[src/rtl/cpu_pkg.sv]
// cpu_pkg: shared fetch-side types and constants.
//   INSTR_W     - instruction word width
//   NOP_DEFAULT - default value presented when no instruction has been fetched
//   fetch_state_t - fetch FSM encoding (RUN / FAULT)
package cpu_pkg;
    localparam int INSTR_W = 32;
    localparam logic [INSTR_W-1:0] NOP_DEFAULT = 32'h0000_0000;
    typedef enum logic {RUN = 1'b0, FAULT = 1'b1} fetch_state_t;
endpackage

[src/rtl/fetch_skid_buf.sv]
// fetch_skid_buf: one-entry holding register for an instruction word and its PC.
//   clk, rst (async, active-low)
//   load    - capture data_in/pc_in and mark valid (wins over drain)
//   drain   - clear valid after the entry has been consumed
//   data_in, pc_in - word and address to hold
//   valid, data, pc - held entry
module fetch_skid_buf
    import cpu_pkg::*;
(
    input  logic               clk,
    input  logic               rst,
    input  logic               load,
    input  logic               drain,
    input  logic [INSTR_W-1:0] data_in,
    input  logic [31:0]        pc_in,
    output logic               valid,
    output logic [INSTR_W-1:0] data,
    output logic [31:0]        pc
);
    always_ff @(posedge clk or negedge rst) begin
        if (!rst) begin
            valid <= 1'b0;
            data  <= '0;
            pc    <= '0;
        end else if (load) begin
            valid <= 1'b1;
            data  <= data_in;
            pc    <= pc_in;
        end else if (drain) begin
            valid <= 1'b0;
        end
    end
endmodule

[src/rtl/prog_fetch_unit.sv]
// prog_fetch_unit: program-memory fetch initiator with PC, branch, stall skid and sticky fault.
//   clk, rst (async, active-low)
//   stall, branch_en, branch_target, fault_clr - pipeline control
//   ADDR_Prog - fetch address (always the PC); CS_P - decoder accept for ADDR_Prog
//   instr_in  - ROM data, one cycle after an accepted address
//   instr_out, instr_pc, instr_valid - instruction handed to decode
//   fault, fault_addr - sticky fetch fault and the rejected address
module prog_fetch_unit
    import cpu_pkg::*;
#(
    parameter logic [31:0]        RESET_PC = 32'h0000_4000,
    parameter logic [INSTR_W-1:0] NOP_WORD = NOP_DEFAULT
) (
    input  logic               clk,
    input  logic               rst,
    input  logic               stall,
    input  logic               branch_en,
    input  logic [31:0]        branch_target,
    input  logic               fault_clr,
    output logic [31:0]        ADDR_Prog,
    input  logic               CS_P,
    input  logic [INSTR_W-1:0] instr_in,
    output logic [INSTR_W-1:0] instr_out,
    output logic [31:0]        instr_pc,
    output logic               instr_valid,
    output logic               fault,
    output logic [31:0]        fault_addr
);
    fetch_state_t state, state_d;
    logic [31:0] pc, pend_pc;
    logic pending, accept, raise, clear, hold;
    logic skid_valid, deliver_skid, deliver_mem;
    logic [INSTR_W-1:0] skid_data;
    logic [31:0] skid_pc;
    logic unused_bits;
    assign unused_bits = ^branch_target[1:0];
    assign ADDR_Prog = pc;
    always_ff @(posedge clk or negedge rst) begin
        if (!rst) state <= RUN;
        else      state <= state_d;
    end
    // Stall only freezes RUN; in FAULT a pending read still drains to the outputs.
    always_comb begin
        state_d      = state;
        accept       = 1'b0;
        raise        = 1'b0;
        clear        = 1'b0;
        hold         = 1'b0;
        if (state == FAULT) begin
            clear   = fault_clr;
            state_d = fault_clr ? RUN : FAULT;
        end else if (stall) begin
            hold = 1'b1;
        end else begin
            accept  = CS_P;
            raise   = !CS_P;
            state_d = CS_P ? RUN : FAULT;
        end
        deliver_skid = !hold && skid_valid;
        deliver_mem  = !hold && !skid_valid && pending;
    end
    fetch_skid_buf u_skid (
        .clk     (clk),
        .rst     (rst),
        .load    (hold && pending),
        .drain   (deliver_skid),
        .data_in (instr_in),
        .pc_in   (pend_pc),
        .valid   (skid_valid),
        .data    (skid_data),
        .pc      (skid_pc)
    );
    always_ff @(posedge clk or negedge rst) begin
        if (!rst) begin
            pc          <= RESET_PC;
            pending     <= 1'b0;
            pend_pc     <= '0;
            instr_out   <= NOP_WORD;
            instr_pc    <= '0;
            instr_valid <= 1'b0;
            fault       <= 1'b0;
            fault_addr  <= '0;
        end else begin
            pending     <= accept;
            instr_valid <= deliver_skid || deliver_mem;
            if (clear) pc <= RESET_PC;
            else if (accept) pc <= branch_en ? {branch_target[31:2], 2'b00} : pc + 32'd4;
            if (accept) pend_pc <= pc;
            if (raise) begin
                fault      <= 1'b1;
                fault_addr <= pc;
            end else if (clear) begin
                fault <= 1'b0;
            end
            if (deliver_skid) begin
                instr_out <= skid_data;
                instr_pc  <= skid_pc;
            end else if (deliver_mem) begin
                instr_out <= instr_in;
                instr_pc  <= pend_pc;
            end
        end
    end
endmodule

[config.mk]
export PLATFORM = sky130hd
export DESIGN_NAME = prog_fetch_unit
export DESIGN_NICKNAME = d
export VERILOG_FILES = /design/src/rtl/cpu_pkg.sv /design/src/rtl/fetch_skid_buf.sv /design/src/rtl/prog_fetch_unit.sv
export SDC_FILE = /design/constraint.sdc
export NUM_CORES = 1
export LEC_CHECK = 0
export CAP_MARGIN = 20
export CORE_MARGIN = 5
export CORE_UTILIZATION = 57
export CTS_BUF_LIST = sky130_fd_sc_hd__clkbuf_8
export DETAILED_ROUTE_END_ITERATION = 10
export GPL_ROUTABILITY_DRIVEN = 0
export GPL_TIMING_DRIVEN = 0
export PLACE_DENSITY = 0.88
export SYNTH_ARGS = -nofsm -noshare
export SYNTH_HDL_FRONTEND = slang
export SYNTH_SLANG_ARGS = --single-unit
[constraint.sdc]
create_clock -name clk -period 3.08 [get_ports clk]
set_input_delay 0.616 -clock clk [delete_from_list [all_inputs] [get_ports clk]]
set_output_delay 0.616 -clock clk [all_outputs]
set_load 0.02 [all_outputs]
==> parameters.txt, run 1 <==
Parameter                              Value

Run status
  Result of the run ... complete, no violations

Floorplanning
  Core Area ... 0.0160 mm2
  Die ar. ... 0.0190 mm2
  Boundary Pins ... 200
  Number of core rows ... 46
  Initial core utilization ... 58.4%
  Vertical die dimension ... 138 um
  Horiz. Die Dim ... 138 um

Worst setup path
  Slowest library cell on the worst path ... sky130_fd_sc_hd__clkdlybuf4s50_1
  Cell family contributing the most delay on the critical path ... buffers and inverters
  CP endpoint kind ... flop
  Largest fanout of any net on the critical path ... 10
  Buf+Inv Stages, Crit Path ... 3
  Most numerous cell on the critical path ... sky130_fd_sc_hd__clkbuf_1
  Worst path arrival time ... 2.85 ns
  Crit-path cells ... clkdlybuf4s50_1 > nand2b_1 > o21ai_1 > clkbuf_1 > clkbuf_1 > nand2_1 > o21ai_0
  Required @ worst endpoint ... 3.50 ns
  Peak per-stage delay on the critical path ... 0.52 ns
  Type of the worst setup path ... primary input to flop
  Kind of start point of the critical path ... primary input

Yosys
  Summed instance area of the synthesized netlist ... 0.00934 mm2
  Async set-reset flop share out of synthesis ... 100%
  Post-synthesis share of cell area spent on full adders, half adders and majority gates ... 0.134%
  Number of storage elements in the synthesis netlist ... 219
  Unique cell type count in the Yosys netlist ... 53
  Main combinational cell family by area after synthesis ... compound AO/OA/AOI/OAI gates
  Synthesized area per cell ... 10.7 um2
  Area leader, netlist ... sky130_fd_sc_hd__dfrtp_1
  Multiplexer share of the synthesized area ... 11.3%
  Primary flip-flop cell chosen by synthesis mapping ... sky130_fd_sc_hd__dfrtp_1
  Dominant cells by area after synthesis ... sky130_fd_sc_hd__dfrtp_1 58%, sky130_fd_sc_hd__mux2_2 11%, sky130_fd_sc_hd__nand2_1 6.8%
  Synth Area in Compound Gates ... 13.5%
  Number of enable flip-flop cells after synthesis ... 0
  Yosys top cell area share ... 58.4%
  Post-Synth XOR/XNOR Area ... 0.469%
  Synthesized netlist cell count ... 870
  Most numerous cell in the Yosys netlist ... sky130_fd_sc_hd__dfrtp_1
  Synth Area in Simple Gates ... 12.3%
  Part of the Yosys area used for sequential elements ... 58.7%
  Count of yosys warnings during synthesis ... 0
  Commonest cells in the synthesized netlist ... 218 x sky130_fd_sc_hd__dfrtp_1, 168 x sky130_fd_sc_hd__nand2_1, 101 x sky130_fd_sc_hd__o21ai_0

Placement
  Post-detailed-placement cell area ... 0.0116 mm2
  IO Port Bufs ... 191
  Pre-CTS setup slack ... 0.153 ns
  Sum of net half-perimeters after detailed placement ... 17800 um

Route
  Average vias per placed instance ... 5.86
  Initial detailed-routing violation count ... 785
  Post-detailed-route DRC marker count ... 0
  Number of iterations in the first detailed-routing pass ... 5
  Routed length per placed instance ... 19.0 um
  Overall via count from detail_route ... 7892
  Antenna-violating nets left ... 0
  Total Routed Length ... 25600 um

Global routing
  Number of antenna violations at the first check in global routing ... 0
  GR Util All Layers ... 26.4%
  Pin count of the biggest net entering global routing ... 128
  Global-route wire length before repair ... 41900 um
  GRT overflow ... 0
  Via count of the first global-routing pass ... 7986

Finish
  Number of antenna diodes ... 0
  Area overhead of the layout relative to synthesis ... 31.3%
  Ratio of cells with drive above 1 in the final layout ... 15.1%
  Final std cell area, no fill ... 0.0123 mm2
  Number of nets at the end of the flow ... 1176

STA
  Final worst setup slack ... 0.650 ns
  Min Tclk post-route ... 2.43 ns
  Summed negative setup slack over all endpoints ... 0 ns
  Final slew viol count ... 0
  Fmax achieved ... 412 MHz
  Unrepaired setup endpoints after global routing ... no
  Hold Fails Final Rpt ... 0
  Worst rel slew slack ... 44.2%
  Largest clock skew in the final design ... 0.0212 ns
  Final setup violation count ... 0
  Worst-Margin Slew ... 0.831 ns
  Portion of the clock cycle consumed by the worst path in the final layout ... 78.9%

Power and ir drop
  Total power density per cell area ... 737 mW/mm2
  Cell internal pwr ... 6.12 mW
  Power dissipated by switching net loads ... 2.92 mW
  Maximum ir drop on the vdd rail ... 0.512 mV
  Clock Power Share ... 26.5%
  P_leak ... 5.47 nW
  Total power after layout ... 9.03 mW
  Net switching fraction of the power ... 32.3%
  Comb power frac ... 28.1%
  Sequential fraction of design power ... 45.4%

Clock network
  Clock slew at the register clock pins of the worst setup and hold paths ... 0.06 ns
  Number of buffers inserted during clock tree synthesis ... 35
  Count of H-tree levels built during CTS ... 2
  Resized cells post-CTS ... 0
  Maximum count of clock buffers along a single path ... 3
  Post-CTS Setup Repair Bufs ... 0
  Clock root cell ... sky130_fd_sc_hd__clkbuf_8
  Clock sink count ... 219
  Clock tree from TritonCTS ... done
  Clock insertion delay at the later pin of the skew report ... 0.52 ns
  Total of hold buffers inserted after clock tree synthesis ... 0

Job
  Max-cap violations ... 0

Min path
  Hold crit path type ... primary input to asynchronous set/reset pin
[registers in the layout, summed over array words and instances, names as in the netlist]
register	cells
instr_out	32
instr_valid	1
instr_pc	30
fault_addr	30
state	1
ADDR_Prog	30
fault	1
pend_pc	30
pending	1
u_skid.valid	1
u_skid.pc	30
u_skid.data	32
[layout make-up]
| type | count | area, um2 |
|---|---|---|
| sequential | 219 | 5480 |
| fill | 1116 | 3740 |
| multi-input combinational | 578 | 3550 |
| timing repair buffer | 193 | 1950 |
| clock buffer | 44 | 606 |
| buffer | 69 | 298 |
| tap | 216 | 270 |
| clock inverter | 18 | 76.3 |
| inverter | 9 | 33.8 |
[power by group through the flow]
stage / combinational, mW / clock, mW / sequential, mW
after global routing: 2.73 / 2.56 / 4.19
after CTS: 2.56 / 2.43 / 4.09
final: 2.53 / 2.39 / 4.11
after floorplan: 0.826 / 0 / 4.51
after global placement: 2.46 / 0 / 4.08
after detailed placement: 2.54 / 0 / 4.14
[through the flow]
| stage | cells | hold slack (ns) | util [%] |
|---|---|---|---|
| 6_report | 1346 | 0.112 | 76.6 |
| 5_1_grt | 1346 | 0.159 | 76.6 |
| 2_1_floorplan | 875 | 0.320 | - |
| 3_5_place_dp | 1284 | 0.470 | 72.4 |
| 4_1_cts | 1346 | 0.137 | 76.6 |
| 3_3_place_gp | 1282 | 0.460 | 72.1 |
[logic make-up after synthesis]
logic type	Yosys count
AOI/OAI and AO/OA	218
xor gates and xnor gates	5
adders and majority gates	1
buffers and inverters	78
DFF	219
muxes	94
other	1
and+or+nand+nor	254
[cell usage in the layout, fill, tap and decap left out, types with 6 or more instances in the layout]
master / instances
sky130_fd_sc_hd__dfrtp_1: 218
sky130_fd_sc_hd__clkdlybuf4s50_1: 190
sky130_fd_sc_hd__nand2_1: 168
sky130_fd_sc_hd__o21ai_0: 101
sky130_fd_sc_hd__mux2_2: 92
sky130_fd_sc_hd__o22ai_1: 65
sky130_fd_sc_hd__clkbuf_1: 49
sky130_fd_sc_hd__clkbuf_8: 44
sky130_fd_sc_hd__inv_1: 21
sky130_fd_sc_hd__nor2_1: 20
sky130_fd_sc_hd__a21oi_1: 20
sky130_fd_sc_hd__nand4_1: 14
sky130_fd_sc_hd__nor3_1: 12
sky130_fd_sc_hd__nand3_1: 12
sky130_fd_sc_hd__buf_2: 10
sky130_fd_sc_hd__buf_4: 8
sky130_fd_sc_hd__a22oi_1: 8
sky130_fd_sc_hd__conb_1: 6
[routing by layer]
layer | routed length [um] | GRT usage [%]
met3 | 2240 | 6.34
met4 | 728 | 9.72
met2 | 12300 | 42.8
met1 | 10300 | 35.0
met5 | 0 | 0
[worst paths after layout]
check                      depth (start not counted)  slack (ns)                          end                       from
min in group clk                                   2        0.48    instr_out[25]$_DFFE_PN0P_  instr_out[25]$_DFFE_PN0P_
max in group asynchronous                          2        1.92  u_skid.data[19]$_DFFE_PN0P_                        rst
max                                                7        0.65    instr_out[31]$_DFFE_PN0P_                      stall
min reg2reg                                        2        0.48    instr_out[25]$_DFFE_PN0P_  instr_out[25]$_DFFE_PN0P_
min                                                1        0.11   u_skid.data[7]$_DFFE_PN0P_                        rst
max reg2reg                                        7        0.67    ADDR_Prog[22]$_DFFE_PN0P_   ADDR_Prog[3]$_DFFE_PN0P_
(Power assumes the default switching activity.)
==> run 2, diff against run 1 <==
CORE_UTILIZATION = 48   (was 57)
PLACE_DENSITY = 0.79   (was 0.88)
clock period = 2.1 ns   (was 3.08 ns; I/O delays follow)
==> parameters.txt, run 2 (synthesized netlist as in run 1, its figures left out) <==
Parameter                              Value

STA
  Final slew viol count ... 0 (unchanged)
  Largest clock skew in the final design ... 0.0201 ns (-0.00106 ns)
  Portion of the clock cycle consumed by the worst path in the final layout ... 97.4%
  Min Tclk post-route ... 2.05 ns
  Fmax achieved ... 489 MHz
  Worst rel slew slack ... 47.8% (+3.6 points)
  Final setup violation count ... 0 (unchanged)
  Worst-Margin Slew ... 0.783 ns (-0.0475 ns)
  Smallest hold slack ... 0.473 ns (+0.361 ns)
  Hold Fails Final Rpt ... 0 (unchanged)
  Summed negative setup slack over all endpoints ... 0 ns (unchanged)
  Unrepaired setup endpoints after global routing ... no
  Final worst setup slack ... 0.0545 ns (-0.596 ns)

Global routing
  Routing layer with the top usage in global route ... met2
  Via count of the first global-routing pass ... 7904 (-1.0%)
  GR Util All Layers ... 22.4% (-4.0 points)
  GRT overflow ... 0 (unchanged)
  Pin count of the biggest net entering global routing ... 113 (-12%)
  Global-route met3 utilization ... 5.75% (-0.59 points)
  Number of antenna violations at the first check in global routing ... 0 (unchanged)
  Global-route wire length before repair ... 40500 um (-3.5%)
  Met2 layer usage reported by global route ... 36.1% (-6.7 points)
  Global Route met1 Usage ... 29.9% (-5.1 points)

Placement
  Sum of net half-perimeters after detailed placement ... 17500 um (-1.6%)
  IO Port Bufs ... 191 (unchanged)
  Pre-CTS setup slack ... -0.665 ns (-0.818 ns)
  Number of placed instances with taps included ... 1333 (+3.8%)

Power and ir drop
  Comb power frac ... 27.9% (-0.2 points)
  Maximum ir drop on the vdd rail ... 0.618 mV (+21%)
  P_leak ... 5.70 nW (+4.1%)
  Total power density per cell area ... 1060 mW/mm2 (+44%)
  Clock Power Share ... 26.8% (+0.3 points)
  Cell internal pwr ... 9.04 mW (+48%)
  Power dissipated by switching net loads ... 4.17 mW (+43%)
  Sequential fraction of design power ... 45.4% (about the same)
  Net switching fraction of the power ... 31.5% (-0.76 points)

Route
  Average vias per placed instance ... 5.44 (-7.2%)
  Post-detailed-route DRC marker count ... 0 (unchanged)
  Antenna-violating nets left ... 0 (unchanged)
  Number of iterations in the first detailed-routing pass ... 7 (+2)
  Initial detailed-routing violation count ... 651 (-17%)
  Overall via count from detail_route ... 7596 (-3.8%)
  Total Routed Length ... 24900 um (-2.6%)
  Routed length per placed instance ... 17.8 um (-6.1%)

Clock network
  Count of H-tree levels built during CTS ... 2 (unchanged)
  Clock sink count ... 219 (unchanged)
  Maximum count of clock buffers along a single path ... 3 (unchanged)
  Clock insertion delay at the later pin of the skew report ... 0.52 ns (about the same)
  Clock slew at the register clock pins of the worst setup and hold paths ... 0.06 ns (about the same)
  Clock root cell ... sky130_fd_sc_hd__clkbuf_8
  Clock tree from TritonCTS ... done
  Number of buffers inserted during clock tree synthesis ... 36 (+2.9%)

Finish
  Final cell count without fillers ... 1396 (+3.7%)
  Leading cell types in the layout, fill and taps excluded ... 215 x sky130_fd_sc_hd__dfrtp_1, 168 x sky130_fd_sc_hd__nand2_1, 168 x sky130_fd_sc_hd__clkdlybuf4s50_1
  Number of nets at the end of the flow ... 1181 (+0.43%)
  Number of antenna diodes ... 0 (unchanged)
  Ratio of cells with drive above 1 in the final layout ... 17.7% (+2.6 points)
  Utilization after layout ... 64.4% (-12 points)
  Most common cell after layout, fill and taps aside ... sky130_fd_sc_hd__dfrtp_1
  Area overhead of the layout relative to synthesis ... 33.2%
  Registers with the highest flip-flop counts ... instr_out: 32 flops, u_skid.data: 32 flops

Worst setup path
  Peak per-stage delay on the critical path ... 0.65 ns (+0.13 ns)
  Kind of start point of the critical path ... flop
  Required @ worst endpoint ... 1.68 ns (-1.82 ns)
  Buf+Inv Stages, Crit Path ... 1 (-2)
  Type of the worst setup path ... flop to output port
  Largest fanout of any net on the critical path ... 5 (-5)
  CP endpoint kind ... output port
  Worst path arrival time ... 1.63 ns (-1.22 ns)
  Slowest library cell on the worst path ... sky130_fd_sc_hd__clkdlybuf4s50_1
  Crit-path cells ... clkdlybuf4s50_1
  Cell family contributing the most delay on the critical path ... buffers and inverters

Job
  Max-cap violations ... 0 (unchanged)

Min path
  Hold crit path type ... flop to flop

Floorplanning
  Initial core utilization ... 48.3% (-10 points)
  Die ar. ... 0.0224 mm2 (+17%)
  Horiz. Die Dim ... 150 um (+8.3%)
  Core Area ... 0.0193 mm2 (+21%)
  Vertical die dimension ... 150 um (+8.3%)
  Boundary Pins ... 200 (unchanged)
  Number of core rows ... 51 (+11%)

Run status
  Result of the run ... complete, no violations
## run 2: power groups by stage
stage / clock [mW] / combinational, mW / sequential (mW)
6_report: 3.53 / 3.68 / 5.99
5_1_grt: 3.83 / 3.99 / 6.14
4_1_cts: 3.65 / 3.72 / 5.98
3_5_place_dp: 0 / 3.70 / 6.04
3_3_place_gp: 0 / 3.63 / 5.99
2_1_floorplan: 0 / 1.21 / 6.61
## run 2: path summary, 6_finish.rpt
kind	start	end	slack [ns]	depth (start not counted)
max	ADDR_Prog[31]$_DFFE_PN0P_	ADDR_Prog[31]	0.05	1
min	fault$_DFFE_PN0P_	fault$_DFFE_PN0P_	0.47	1
max reg2reg	state$_DFF_PN0_	fault_addr[4]$_DFFE_PN0P_	0.11	4
min reg2reg	fault$_DFFE_PN0P_	fault$_DFFE_PN0P_	0.47	1
max in group asynchronous	rst	u_skid.data[17]$_DFFE_PN0P_	0.54	3
min in group asynchronous	rst	fault_addr[6]$_DFFE_PN0P_	0.56	2
## run 2: per-layer routing
layer	vias up	share of wire (%)
met5	-	0
met4	0	2.4
met3	55	9.0
met2	325	47
met1	3647	42
li1	3569	-
## run 2: repair_timing
action                                 CTS  global route
setup endpoints to repair               85           163
endpoints found under the hold margin   52             0
gates resized for setup                 29            39
hold buffers                             1             0
pin swaps                                0             1
buffers inserted                         2             2
## run 2: final cells by class
type                       instances  area (um2)
timing repair buffer             198        1980
clock buffer                      43         592
multi-input combinational        578        3610
inverter                           9        33.8
tap                              265         332
clock inverter                    16        93.8
sequential                       219        5490
buffer                            68         315
fill                            1600        6890
## run 2: stage by stage
| step | cell area (um2) | power [mW] |
|---|---|---|
| after global routing | 12400 | 14.0 |
| after CTS | 12400 | 13.3 |
| after floorplan | 9360 | 7.82 |
| after detailed placement | 11600 | 9.75 |
| final | 12400 | 13.2 |
| after global placement | 11600 | 9.62 |
